## config.mk

```make
export PLATFORM = sky130hd
export DESIGN_NAME = poly_synth_engine
export DESIGN_NICKNAME = d
export VERILOG_FILES = /design/src/rtl/poly_synth_engine.sv
export SDC_FILE = /design/constraint.sdc
export NUM_CORES = 1
export LEC_CHECK = 0
export BUFFER_PORTS_ARGS = -buffer_cell sky130_fd_sc_hd__buf_2
export CAP_MARGIN = 20
export CORE_MARGIN = 4
export CORE_UTILIZATION = 40
export CTS_CLUSTER_SIZE = 40
export DETAILED_ROUTE_END_ITERATION = 8
export PLACE_DENSITY = 0.71
export SLEW_MARGIN = 20
export SYNTH_ARGS = -nofsm -noshare
export SYNTH_HDL_FRONTEND = slang
export SYNTH_SLANG_ARGS = --single-unit
```

## constraint.sdc

```tcl
create_clock -name clk -period 10.1 [get_ports clk]
set_clock_uncertainty 0.05 [all_clocks]
set_input_delay 1.01 -clock clk [delete_from_list [all_inputs] [get_ports clk]]
set_output_delay 1.01 -clock clk [all_outputs]
set_load 0.005 [all_outputs]
```

## src/rtl/poly_synth_engine.sv

```systemverilog
// poly_synth_engine: N-voice time-multiplexed synthesizer. Each frame walks
// the voices one per clock, accumulates the volume-scaled waveform samples
// and emits one saturated signed sample.
// Optional build macro POLY_SYNTH_NOISE_EN: mode 3 becomes LFSR noise instead
// of silence.
//
// state | meaning
// ------+----------------------------------------------------
// IDLE  | waiting for sample_tick
// ACCUM | processing voice idx, one voice per clock
// EMIT  | saturate accumulator onto out, pulse out_valid
module poly_synth_engine #(
    parameter int N_VOICES = 8,
    parameter int PHASE_W  = 32,
    parameter int SAMPLE_W = 16,
    parameter int VOL_W    = 8
) (
    input  logic                         clk,
    input  logic                         reset,
    input  logic                         sample_tick,
    input  logic [N_VOICES-1:0]          gate,
    input  logic [2*N_VOICES-1:0]        mode,
    input  logic [PHASE_W*N_VOICES-1:0]  phase_inc,
    input  logic [VOL_W*N_VOICES-1:0]    volume,
    output logic signed [SAMPLE_W-1:0]   out,
    output logic                         out_valid,
    output logic                         busy,
    output logic                         overrun
);

    localparam int IDX_W  = (N_VOICES > 1) ? $clog2(N_VOICES) : 1;
    localparam int ACC_W  = SAMPLE_W + $clog2(N_VOICES) + 1;
    // Wide enough for signed wave times zero-extended volume without overflow.
    localparam int PROD_W = ACC_W + VOL_W;

    localparam logic [IDX_W-1:0] LAST_IDX = IDX_W'(N_VOICES - 1);

    localparam logic signed [SAMPLE_W-1:0] SQ_POS = {1'b0, {(SAMPLE_W-1){1'b1}}};
    localparam logic signed [SAMPLE_W-1:0] SQ_NEG = -SQ_POS;
    localparam logic [SAMPLE_W-1:0] MSB_ONLY = {1'b1, {(SAMPLE_W-1){1'b0}}};

    localparam logic signed [ACC_W-1:0] SAT_HI =
        {{(ACC_W-SAMPLE_W+1){1'b0}}, {(SAMPLE_W-1){1'b1}}};
    localparam logic signed [ACC_W-1:0] SAT_LO =
        {{(ACC_W-SAMPLE_W+1){1'b1}}, {(SAMPLE_W-1){1'b0}}};

    typedef enum logic [1:0] {
        IDLE  = 2'd0,
        ACCUM = 2'd1,
        EMIT  = 2'd2
    } state_t;

    state_t                   state;
    logic [IDX_W-1:0]         idx;
    logic signed [ACC_W-1:0]  acc;
    logic [PHASE_W-1:0]       phase [N_VOICES];

`ifdef POLY_SYNTH_NOISE_EN
    logic [15:0] lfsr;
    logic [15:0] lfsr_next;
`endif

    logic                        cur_gate;
    logic [1:0]                  cur_mode;
    logic [PHASE_W-1:0]          cur_inc;
    logic [VOL_W-1:0]            cur_vol;
    logic [PHASE_W-1:0]          cur_phase;
    logic [SAMPLE_W-1:0]         p;
    logic [SAMPLE_W-2:0]         tri_t;
    logic signed [SAMPLE_W-1:0]  wave;
    logic signed [PROD_W-1:0]    wave_ext;
    logic signed [PROD_W-1:0]    vol_ext;
    logic signed [PROD_W-1:0]    prod;
    logic signed [ACC_W-1:0]     scaled;
    logic signed [SAMPLE_W-1:0]  sat_val;

    // Select the current voice's live config and form its scaled contribution.
    always_comb begin
        cur_gate  = gate[idx];
        cur_mode  = mode[int'(idx)*2 +: 2];
        cur_inc   = phase_inc[int'(idx)*PHASE_W +: PHASE_W];
        cur_vol   = volume[int'(idx)*VOL_W +: VOL_W];
        cur_phase = phase[idx];
        p         = cur_phase[PHASE_W-1 -: SAMPLE_W];
        tri_t     = p[SAMPLE_W-1] ? ~p[SAMPLE_W-2:0] : p[SAMPLE_W-2:0];
        wave      = '0;
        case (cur_mode)
            2'd0:    wave = p[SAMPLE_W-1] ? SQ_NEG : SQ_POS;
            2'd1:    wave = p ^ MSB_ONLY;
            2'd2:    wave = {tri_t, 1'b0} ^ MSB_ONLY;
`ifdef POLY_SYNTH_NOISE_EN
            default: wave = SAMPLE_W'($signed(lfsr));
`else
            default: wave = '0;
`endif
        endcase
        wave_ext = PROD_W'(wave);
        vol_ext  = {{(PROD_W-VOL_W){1'b0}}, cur_vol};
        prod     = wave_ext * vol_ext;
        scaled   = cur_gate ? ACC_W'(prod >>> VOL_W) : '0;
    end

    // Clamp the frame accumulator into the signed output range.
    always_comb begin
        if (acc > SAT_HI)
            sat_val = {1'b0, {(SAMPLE_W-1){1'b1}}};
        else if (acc < SAT_LO)
            sat_val = {1'b1, {(SAMPLE_W-1){1'b0}}};
        else
            sat_val = acc[SAMPLE_W-1:0];
    end

`ifdef POLY_SYNTH_NOISE_EN
    // Galois step of the shared noise LFSR.
    always_comb begin
        lfsr_next = {1'b0, lfsr[15:1]} ^ (lfsr[0] ? 16'hB400 : 16'h0000);
    end
`endif

    // Frame sequencer: voice walk, phase update, accumulation and emit.
    always_ff @(posedge clk) begin
        if (reset) begin
            state     <= IDLE;
            idx       <= '0;
            acc       <= '0;
            out       <= '0;
            out_valid <= 1'b0;
            busy      <= 1'b0;
            overrun   <= 1'b0;
            for (int i = 0; i < N_VOICES; i++)
                phase[i] <= '0;
`ifdef POLY_SYNTH_NOISE_EN
            lfsr      <= 16'hACE1;
`endif
        end else begin
            out_valid <= 1'b0;
            case (state)
                IDLE: begin
                    if (sample_tick) begin
                        state <= ACCUM;
                        idx   <= '0;
                        acc   <= '0;
                        busy  <= 1'b1;
                    end
                end
                ACCUM: begin
                    if (sample_tick)
                        overrun <= 1'b1;
                    acc <= acc + scaled;
                    // A gated-off voice is held at phase 0 so it restarts cleanly.
                    phase[idx] <= cur_gate ? (cur_phase + cur_inc) : '0;
`ifdef POLY_SYNTH_NOISE_EN
                    if (cur_gate && (cur_mode == 2'd3))
                        lfsr <= lfsr_next;
`endif
                    if (idx == LAST_IDX) begin
                        state <= EMIT;
                        busy  <= 1'b0;
                    end else begin
                        idx <= idx + 1'b1;
                    end
                end
                EMIT: begin
                    if (sample_tick)
                        overrun <= 1'b1;
                    out       <= sat_val;
                    out_valid <= 1'b1;
                    state     <= IDLE;
                end
                default: state <= IDLE;
            endcase
        end
    end

endmodule

```

==> results.sh, run 1 <==
export IMPL_wl_microns=75300
export IMPL_clk_pin_slew_ps=60
export IMPL_leakage_nw=10.8
export IMPL_n_fill_cell=4851
export IMPL_rows=85
export IMPL_synth_area_leader_cell="edfxtp_1"
export IMPL_fin_crit_sh=0.939
export IMPL_slew_viol_final=0
export IMPL_synthAdderAreaFrac=0.154
export IMPL_die_area_sq_um=58000
export IMPL_io_buffers=365
export IMPL_hp_start="overrun$_SDFFE_PP0P_"
export IMPL_whs_endpoint="overrun$_SDFFE_PP0P_"
export IMPL_drtAntennaViolNets=0
export IMPL_start_kind="flop"
export IMPL_coreArea_sq_um=53700
export IMPL_power_density_nw_per_um2=253
export IMPL_synthDistinctLibCells=77
export IMPL_grt_overflow=0
export IMPL_hold_buffers=0
export IMPL_start_util=0.403
export IMPL_ys_warn_count=0
export IMPL_ir_drop_uv=207
export IMPL_r2r_slack_ps=620
export IMPL_critPathTopFamily="compound AO/OA/AOI/OAI gates"
export IMPL_final_hold_violation_count=0
export IMPL_intPower_mw=3.66
export IMPL_cts_tree="done"
export IMPL_muxShareOfSynthArea=0.0972
export IMPL_clock_latency_ps=590
export IMPL_fin_ws_ps=618
export IMPL_antenna_found_initial=5
export IMPL_yosys_area_top_type_share=0.355
export IMPL_cts_root_buf="clkbuf_16"
export IMPL_pwr_share_clk=0.170
export IMPL_comb_power_share=0.603
export IMPL_cts_buffers=30
export IMPL_synth_most_common_cell="nor2_1"
export IMPL_synth_edf_count=256
export IMPL_route_detailed_drc=0
export IMPL_hold_slack_ps=417
export IMPL_grt_pass1_wl_microns=110000
export IMPL_slew_headroom=0.211
export IMPL_clock_sinks=303
export IMPL_first_pass_iters=6
export IMPL_insertedDiodeCount=0
export IMPL_htree_levels=1
export IMPL_dp_hpwl_microns=56700
export IMPL_netlist_instances=2070
export IMPL_synth_nets=2620
export IMPL_synth_compound_area_share=0.130
export IMPL_crit_slowest_cell="mux4_2"
export IMPL_cts_buffer_depth=3
export IMPL_grt_max_degree=56
export IMPL_synth_xor_area_share=0.0255
export IMPL_synth_common_cells="nor2_1, edfxtp_1, inv_1"
export IMPL_crit_arrival_ps=9890
export IMPL_synthesis_area_sq_um=21700
export IMPL_finalPower_mw=6.45
export IMPL_required_ps=10500
export IMPL_dp_slack_ps=-41.8
export IMPL_viasPerCell=5.86
export IMPL_p_switching_mw=2.80
export IMPL_ys_seq_area_frac=0.398
export IMPL_crit_type="flop to flop"
export IMPL_switching_share=0.433
export IMPL_p_seq_frac=0.227
export IMPL_routedWlPerCell_microns=24.0
export IMPL_drt_iter0_drc=2015
export IMPL_gp_congestion=0.977
export IMPL_max_stage_delay_ps=590
export IMPL_yosys_most_used_dff="edfxtp_1"
export IMPL_die_x_microns=241
export IMPL_maxCapViolations=0
export IMPL_max_freq_mhz=105
export IMPL_area_growth_pct=17.7
export IMPL_r2r_end="acc[18]$_SDFFE_PP0P_"
export IMPL_first_global_vias=18477
export IMPL_async_reset_ff_frac=0
export IMPL_synth_seq_cells=303
export IMPL_fin_crit_ps=9480
export IMPL_synth_top_family_by_area="adder cells"
export IMPL_syn_mean_instance_area_sq_um=10.5
export IMPL_setup_viol=0
export IMPL_status="finished clean"
export IMPL_cp_num_buf_inv=5
export IMPL_vias=18374
export IMPL_reg2reg_depth=38
export IMPL_critPathCaptureType="flop"
export IMPL_path_max_fanout=16
export IMPL_pin_count=366
export IMPL_final_core_util=0.475
export IMPL_worst_pin_slew_ps=1180
export IMPL_grt_use_total=0.251
export IMPL_drive_gt1_frac=0.251
export IMPL_hp_class="flop to flop"
export IMPL_final_nets=2968
export IMPL_synth_area_leaders="edfxtp_1, fa_1, mux4_2"
export IMPL_die_h_microns=241
export IMPL_synth_simple_gate_area_frac=0.143
export IMPL_holdPathStages=2
export IMPL_setup_tns_ps=0
==> cells in the final DEF, fill, tap and decap left out, drive strengths merged, types with 26 or more instances in the layout <==
master / instances
buf: 434
nor2: 390
edfxtp: 256
inv: 165
a22oi: 159
fa: 103
ha: 100
a21oi: 76
nand2: 74
mux4: 67
nand2b: 59
o21ai: 59
dfxtp: 47
clkbuf: 46
nand4: 43
a21o: 37
xnor2: 35
mux2i: 34
o22ai: 28
xor2: 28
nand3: 26
==> metal layers <==
layer,vias up,wire length [microns],GRT usage,share of wire
met5,-,34,0,0.00045
met1,9052,27800,0.307,0.37
met4,6,3580,0.103,0.048
met2,1020,36200,0.434,0.48
li1,8124,-,-,-
met3,172,7750,0.0551,0.10
==> cell type report <==
cell class / instances / area, sq um / share of cell area
Clock buffer: 46 / 908 / 0.0356
Clock inverter: 10 / 56.3 / 0.00221
Inverter: 165 / 619 / 0.0243
Multi-Input combinational cell: 1484 / 12000 / 0.470
Sequential cell: 303 / 8640 / 0.339
Tap cell: 696 / 871 / 0.0341
Timing Repair Buffer: 434 / 2410 / 0.0946
==> state kept, by name, summed over array words and instances, names as in the netlist, named ones only <==
register and flops:
out 16, overrun 1, idx 3, busy 1, acc 20, state 2, out_valid 1, phase 256
==> power groups by stage <==
stage	sequential [mW]	combinational, mW	clock [mW]
floorplan	1.47	2.92	0
global route	1.47	4.37	1.15
global placement	1.49	3.74	0
finish	1.47	3.89	1.09
CTS	1.47	3.86	1.10
detailed placement	1.49	3.83	0
==> through the flow <==
stage | area (sq um) | instances
2_1_floorplan | 21700 | 2070
3_3_place_gp | 24400 | 3077
3_5_place_dp | 24400 | 3077
4_1_cts | 25400 | 3133
5_1_grt | 25500 | 3138
6_report | 25500 | 3138
==> worst max-delay path by stage <==
stage | cells after the start | to | slack [ps] | from
final | 38 | acc[18]$_SDFFE_PP0P_ | 620 | flop
after global routing | 37 | acc[19]$_SDFFE_PP0P_ | -40 | flop
after CTS | 36 | acc[18]$_SDFFE_PP0P_ | 140 | idx[1]$_SDFFE_PP0P_
after detailed placement | 40 | acc[19]$_SDFFE_PP0P_ | -40 | mode[6]
after global placement | 37 | acc[18]$_SDFFE_PP0P_ | 170 | mode[6]
after floorplan | 39 | acc[19]$_SDFFE_PP0P_ | 580 | flop
==> repair_timing <==
action | in CTS | in global routing
endpoints found under the setup margin | 0 | 4
setup buffers | 0 | 2
hold endpoints to repair | 0 | 0
resized for setup | 0 | 12
==> worst min-delay path, stage by stage, from the launching register on <==
cell     delay, ps
dfxtp_1        330
a21oi_1         40
nor2_1          70
==> logic make-up after synthesis <==
logic type / after synthesis
buffers and inverters: 283
adders and majority gates: 205
AOI/OAI and AO/OA: 414
and+or+nand+nor: 680
xor gates and xnor gates: 63
DFF: 303
muxes: 122
(Power assumes the default switching activity.)
==> run 2: changes to the inputs <==
--- a/config.mk
+++ b/config.mk
@@ -7,6 +7,7 @@
 export LEC_CHECK = 0
 export BUFFER_PORTS_ARGS = -buffer_cell sky130_fd_sc_hd__buf_2
 export CAP_MARGIN = 20
+export CORE_ASPECT_RATIO = 2
 export CORE_MARGIN = 4
 export CORE_UTILIZATION = 40
 export CTS_CLUSTER_SIZE = 40
==> run 2 against run 1 <==
Setup slack worse by 11 ps. Largest cell class unchanged. Global-route usage up 1.0 points. Combinational power up 13%. Clock-buffer cell count down 17. Sequential share of layout area about the same. Largest power group unchanged. First-iteration DRC count down 22%. Flip-flop and latch count unchanged. Core utilization up 0.071 points. Critical path depth down 2. Die area up 0.39%.
==> results.sh, run 2 (same netlist as run 1, synthesis figures left out) <==
export IMPL_die_area_sq_um=58200
export IMPL_coreArea_sq_um=53600
export IMPL_viasPerCell=5.97
export IMPL_fin_crit_sh=0.940
export IMPL_first_pass_iters=8
export IMPL_fin_ws_ps=607
export IMPL_switching_share=0.457
export IMPL_grt_overflow=0
export IMPL_routedWlPerCell_microns=25.3
export IMPL_comb_power_share=0.632
export IMPL_power_density_nw_per_um2=271
export IMPL_cp_num_buf_inv=4
export IMPL_reg_top3="phase x256, acc x20, out x16"
export IMPL_cts_buffers=27
export IMPL_area_growth_pct=17.6
export IMPL_max_stage_delay_ps=570
export IMPL_crit_slowest_cell="mux4_2"
export IMPL_slew_headroom=0.373
export IMPL_rows=120
export IMPL_slew_viol_final=0
export IMPL_largest_register="phase"
export IMPL_intPower_mw=3.76
export IMPL_first_global_vias=19487
export IMPL_p_seq_frac=0.212
export IMPL_final_core_util=0.476
export IMPL_final_cell_mix="nor2_1, buf_2, edfxtp_1"
export IMPL_die_x_microns=173
export IMPL_clock_sinks=303
export IMPL_final_nets=2980
export IMPL_worst_pin_slew_ps=941
export IMPL_pwr_share_clk=0.155
export IMPL_cts_root_buf="clkbuf_16"
export IMPL_setup_viol=0
export IMPL_gp_congestion=1.02
export IMPL_io_buffers=365
export IMPL_path_max_fanout=62
export IMPL_pin_count=366
export IMPL_die_h_microns=337
export IMPL_dp_hpwl_microns=60300
export IMPL_status="finished clean"
export IMPL_start_util=0.404
export IMPL_grt_use_total=0.262
export IMPL_critPathCaptureType="flop"
export IMPL_finalPower_mw=6.92
export IMPL_antenna_found_initial=5
export IMPL_ir_drop_uv=177
export IMPL_maxCapViolations=0
export IMPL_mostFrequentLayoutCell="nor2_1"
export IMPL_hold_slack_ps=418
export IMPL_grt_max_degree=63
export IMPL_dp_slack_ps=-5.50
export IMPL_vias=18639
export IMPL_setup_tns_ps=0
export IMPL_crit_arrival_ps=9890
export IMPL_fin_cells=3123
export IMPL_drive_gt1_frac=0.255
export IMPL_htree_levels=1
export IMPL_dp_cells=3064
export IMPL_r2r_slack_ps=610
export IMPL_final_hold_violation_count=0
export IMPL_clk_pin_slew_ps=70
export IMPL_grt_pass1_wl_microns=116000
export IMPL_rsz0062_at_grt="false"
export IMPL_cts_tree="done"
export IMPL_drtAntennaViolNets=0
export IMPL_largest_register_ffs=256
export IMPL_cts_buffer_depth=3
export IMPL_max_freq_mhz=105
export IMPL_start_kind="flop"
export IMPL_design_area_sq_um=25500
export IMPL_fin_crit_ps=9490
export IMPL_clock_latency_ps=590
export IMPL_hold_buffers=0
export IMPL_dpl_cell_area_sq_um=24500
export IMPL_crit_type="flop to flop"
export IMPL_required_ps=10500
export IMPL_hp_class="flop to flop"
export IMPL_route_detailed_drc=0
export IMPL_drt_iter0_drc=1569
export IMPL_p_switching_mw=3.16
export IMPL_critPathTopFamily="compound AO/OA/AOI/OAI gates"
export IMPL_leakage_nw=10.8
export IMPL_wl_microns=79000
## run 2: final timing paths
check / startpoint / end / depth (start not counted)
setup / recovery: flop / acc[18]$_SDFFE_PP0P_ / 36
hold reg to reg: out[1]$_SDFFE_PP0P_ / out[1]$_SDFFE_PP0P_ / 2
hold / removal: out[1]$_SDFFE_PP0P_ / out[1]$_SDFFE_PP0P_ / 2
setup reg to reg: flop / acc[18]$_SDFFE_PP0P_ / 36
## run 2: worst min-delay path, delay by kind of cell (launching register included)
kind | cells | cell delay (ps)
DFF | 1 | 310
and+or+nand+nor | 1 | 60
AOI/OAI and AO/OA | 1 | 50
## run 2: layer usage
| metal | share of wire | global-route usage |
|---|---|---|
| met1 | 0.31 | 0.250 |
| met2 | 0.51 | 0.485 |
| met3 | 0.070 | 0.0440 |
| met4 | 0.11 | 0.224 |
| met5 | 0.000089 | 0 |
## run 2: area by class of cell
type                       instances  area [sq um]
fill                            4858         28100
multi-input combinational       1484         12000
sequential                       303          8640
timing repair buffer             449          2490
tap                              671           840
clock buffer                      29           683
inverter                         165           619
clock inverter                    18           220
antenna                            4          10.0
## run 2: power groups by stage
stage          combinational, mW  clock, mW  sequential (mW)
2_1_floorplan               2.92          0             1.47
3_3_place_gp                4.26          0             1.49
3_5_place_dp                4.31          0             1.50
4_1_cts                     4.35       1.08             1.47
5_1_grt                     4.75       1.13             1.47
6_report                    4.38       1.07             1.47
## run 2: timing repair
item                       in CTS  in global routing
buffers inserted                0                  8
hold endpoints to repair        0                  0
resized for setup               0                 11
setup endpoints to repair       0                  3
==> run 3: changes to the inputs <==
--- a/config.mk
+++ b/config.mk
@@ -12,7 +12,7 @@
 export CORE_UTILIZATION = 40
 export CTS_CLUSTER_SIZE = 40
 export DETAILED_ROUTE_END_ITERATION = 8
-export PLACE_DENSITY = 0.71
+export PLACE_DENSITY_LB_ADDON = 0.3
 export SLEW_MARGIN = 20
 export SYNTH_ARGS = -nofsm -noshare
 export SYNTH_HDL_FRONTEND = slang
==> run 3 against run 2 <==
Clock power about the same. Total power down 0.82%. Sequential share of layout area up 0.12 points. Core utilization down 0.17 points. Clock-buffer cell count unchanged. Flip-flop and latch count unchanged. Cell count about the same. Register-to-register slack worse by 140 ps. Global-route usage up 1.0 points. First-iteration DRC count down 0.13%. Via count down 0.98%. Critical path type unchanged. Critical endpoint is now acc[19]$_SDFFE_PP0P_. Largest cell class unchanged. Highest routed layer unchanged.
==> results.sh, run 3 (same netlist as run 1, synthesis figures left out) <==
export IMPL_pwr_share_clk=0.153
export IMPL_met2WireLength_microns=43200
export IMPL_p_seq_frac=0.214
export IMPL_dpl_cell_area_sq_um=24500
export IMPL_grt_use_total=0.272
export IMPL_cts_setup_buffers=0
export IMPL_grt_overflow=0
export IMPL_antenna_found_initial=10
export IMPL_wl_met3_microns=5520
export IMPL_fin_crit_sh=0.954
export IMPL_cts_root_buf="clkbuf_16"
export IMPL_required_ps=10540
export IMPL_final_cell_mix="nor2_1, buf_2, edfxtp_1"
export IMPL_grt_pass1_wl_microns=120000
export IMPL_wl_microns=81300
export IMPL_final_nets=2977
export IMPL_maxCapViolations=0
export IMPL_coreArea_sq_um=53600
export IMPL_routedWlPerCell_microns=26.0
export IMPL_power_density_nw_per_um2=270
export IMPL_largest_register_ffs=256
export IMPL_cts_tree="done"
export IMPL_largest_register="phase"
export IMPL_drt_iter0_drc=1567
export IMPL_slew_headroom=0.419
export IMPL_die_x_microns=173
export IMPL_leakage_nw=10.8
export IMPL_path_max_fanout=16
export IMPL_htree_levels=1
export IMPL_area_growth_pct=17.2
export IMPL_max_freq_mhz=104
export IMPL_ir_drop_uv=180
export IMPL_route_detailed_drc=0
export IMPL_first_global_vias=19564
export IMPL_gp_congestion=0.982
export IMPL_wl_met1_microns=26000
export IMPL_switching_share=0.460
export IMPL_io_buffers=365
export IMPL_status="finished clean"
export IMPL_cts_buffers=27
export IMPL_rsz0062_at_grt="false"
export IMPL_pin_count=366
export IMPL_fin_crit_ps=9630
export IMPL_rows=120
export IMPL_dp_hpwl_microns=63400
export IMPL_setup_tns_ps=0
export IMPL_die_h_microns=337
export IMPL_clk_pin_slew_ps=70
export IMPL_hold_slack_ps=422
export IMPL_design_area_sq_um=25400
export IMPL_crit_type="flop to flop"
export IMPL_crit_arrival_ps=10080
export IMPL_critPathCaptureType="flop"
export IMPL_finalPower_mw=6.86
export IMPL_reg_top3="phase x256, acc x20, out x16"
export IMPL_crit_slowest_cell="fa_1"
export IMPL_setup_viol=0
export IMPL_slew_viol_final=0
export IMPL_clock_sinks=303
export IMPL_start_util=0.404
export IMPL_fin_cells=3124
export IMPL_n_fill_cell=4993
export IMPL_vias=18456
export IMPL_dp_cells=3069
export IMPL_hold_buffers=0
export IMPL_cts_resized=0
export IMPL_routed_top_layer="met5"
export IMPL_die_area_sq_um=58200
export IMPL_first_pass_iters=5
export IMPL_worst_pin_slew_ps=868
export IMPL_mostFrequentLayoutCell="nor2_1"
export IMPL_grt_max_degree=56
export IMPL_p_switching_mw=3.16
export IMPL_comb_power_share=0.632
export IMPL_viasPerCell=5.91
export IMPL_start_kind="flop"
export IMPL_clock_latency_ps=580
export IMPL_cts_buffer_depth=3
export IMPL_hp_class="flop to flop"
export IMPL_max_stage_delay_ps=570
export IMPL_drive_gt1_frac=0.251
export IMPL_drtAntennaViolNets=0
export IMPL_intPower_mw=3.71
export IMPL_final_hold_violation_count=0
==> run 3: layer usage <==
layer | track usage | vias up
li1 | - | 8151
met1 | 0.270 | 9161
met2 | 0.515 | 906
met3 | 0.0463 | 232
met4 | 0.187 | 6
met5 | 0 | -
==> run 3: per-stage QoR <==
stage	util	setup slack (ps)
floorplan	-	584
global placement	0.457	-16.9
detailed placement	0.457	28.6
CTS	0.473	241
global route	0.474	5.82
finish	0.474	466
==> run 3: critical path: cells and delay by family (launching register included) <==
family | cells | cell delay, ps
AOI/OAI and AO/OA | 17 | 3620
adders and majority gates | 7 | 3050
buffers and inverters | 7 | 990
and+or+nand+nor | 8 | 920
DFF | 1 | 550
xor gates and xnor gates | 2 | 370
==> run 3: final cells by class <==
class                      instances  area [sq um]  area share
antenna                            6          15.0    0.000591
clock buffer                      29           683      0.0269
clock inverter                    20           199     0.00783
inverter                         165           619      0.0244
multi-input combinational       1484         12000       0.471
sequential                       303          8640       0.340
tap                              671           840      0.0331
timing repair buffer             446          2450      0.0964
==> run 3: final timing paths <==
check,startpoint,endpoint,slack [ps],cells after the start
worst min register to register,overrun$_SDFFE_PP0P_,overrun$_SDFFE_PP0P_,420,2
worst max-delay path,idx[0]$_SDFFE_PP0P_,acc[19]$_SDFFE_PP0P_,470,41
worst max register to register,idx[0]$_SDFFE_PP0P_,acc[19]$_SDFFE_PP0P_,470,41
worst min-delay path,overrun$_SDFFE_PP0P_,overrun$_SDFFE_PP0P_,420,2
==> run 3: power by group through the flow <==
stage	registers (mW)	clock network (mW)	logic, mW
after global routing	1.48	1.11	4.73
after CTS	1.47	1.06	4.33
final	1.47	1.05	4.34
after floorplan	1.47	0	2.92
after detailed placement	1.50	0	4.29
after global placement	1.50	0	4.23
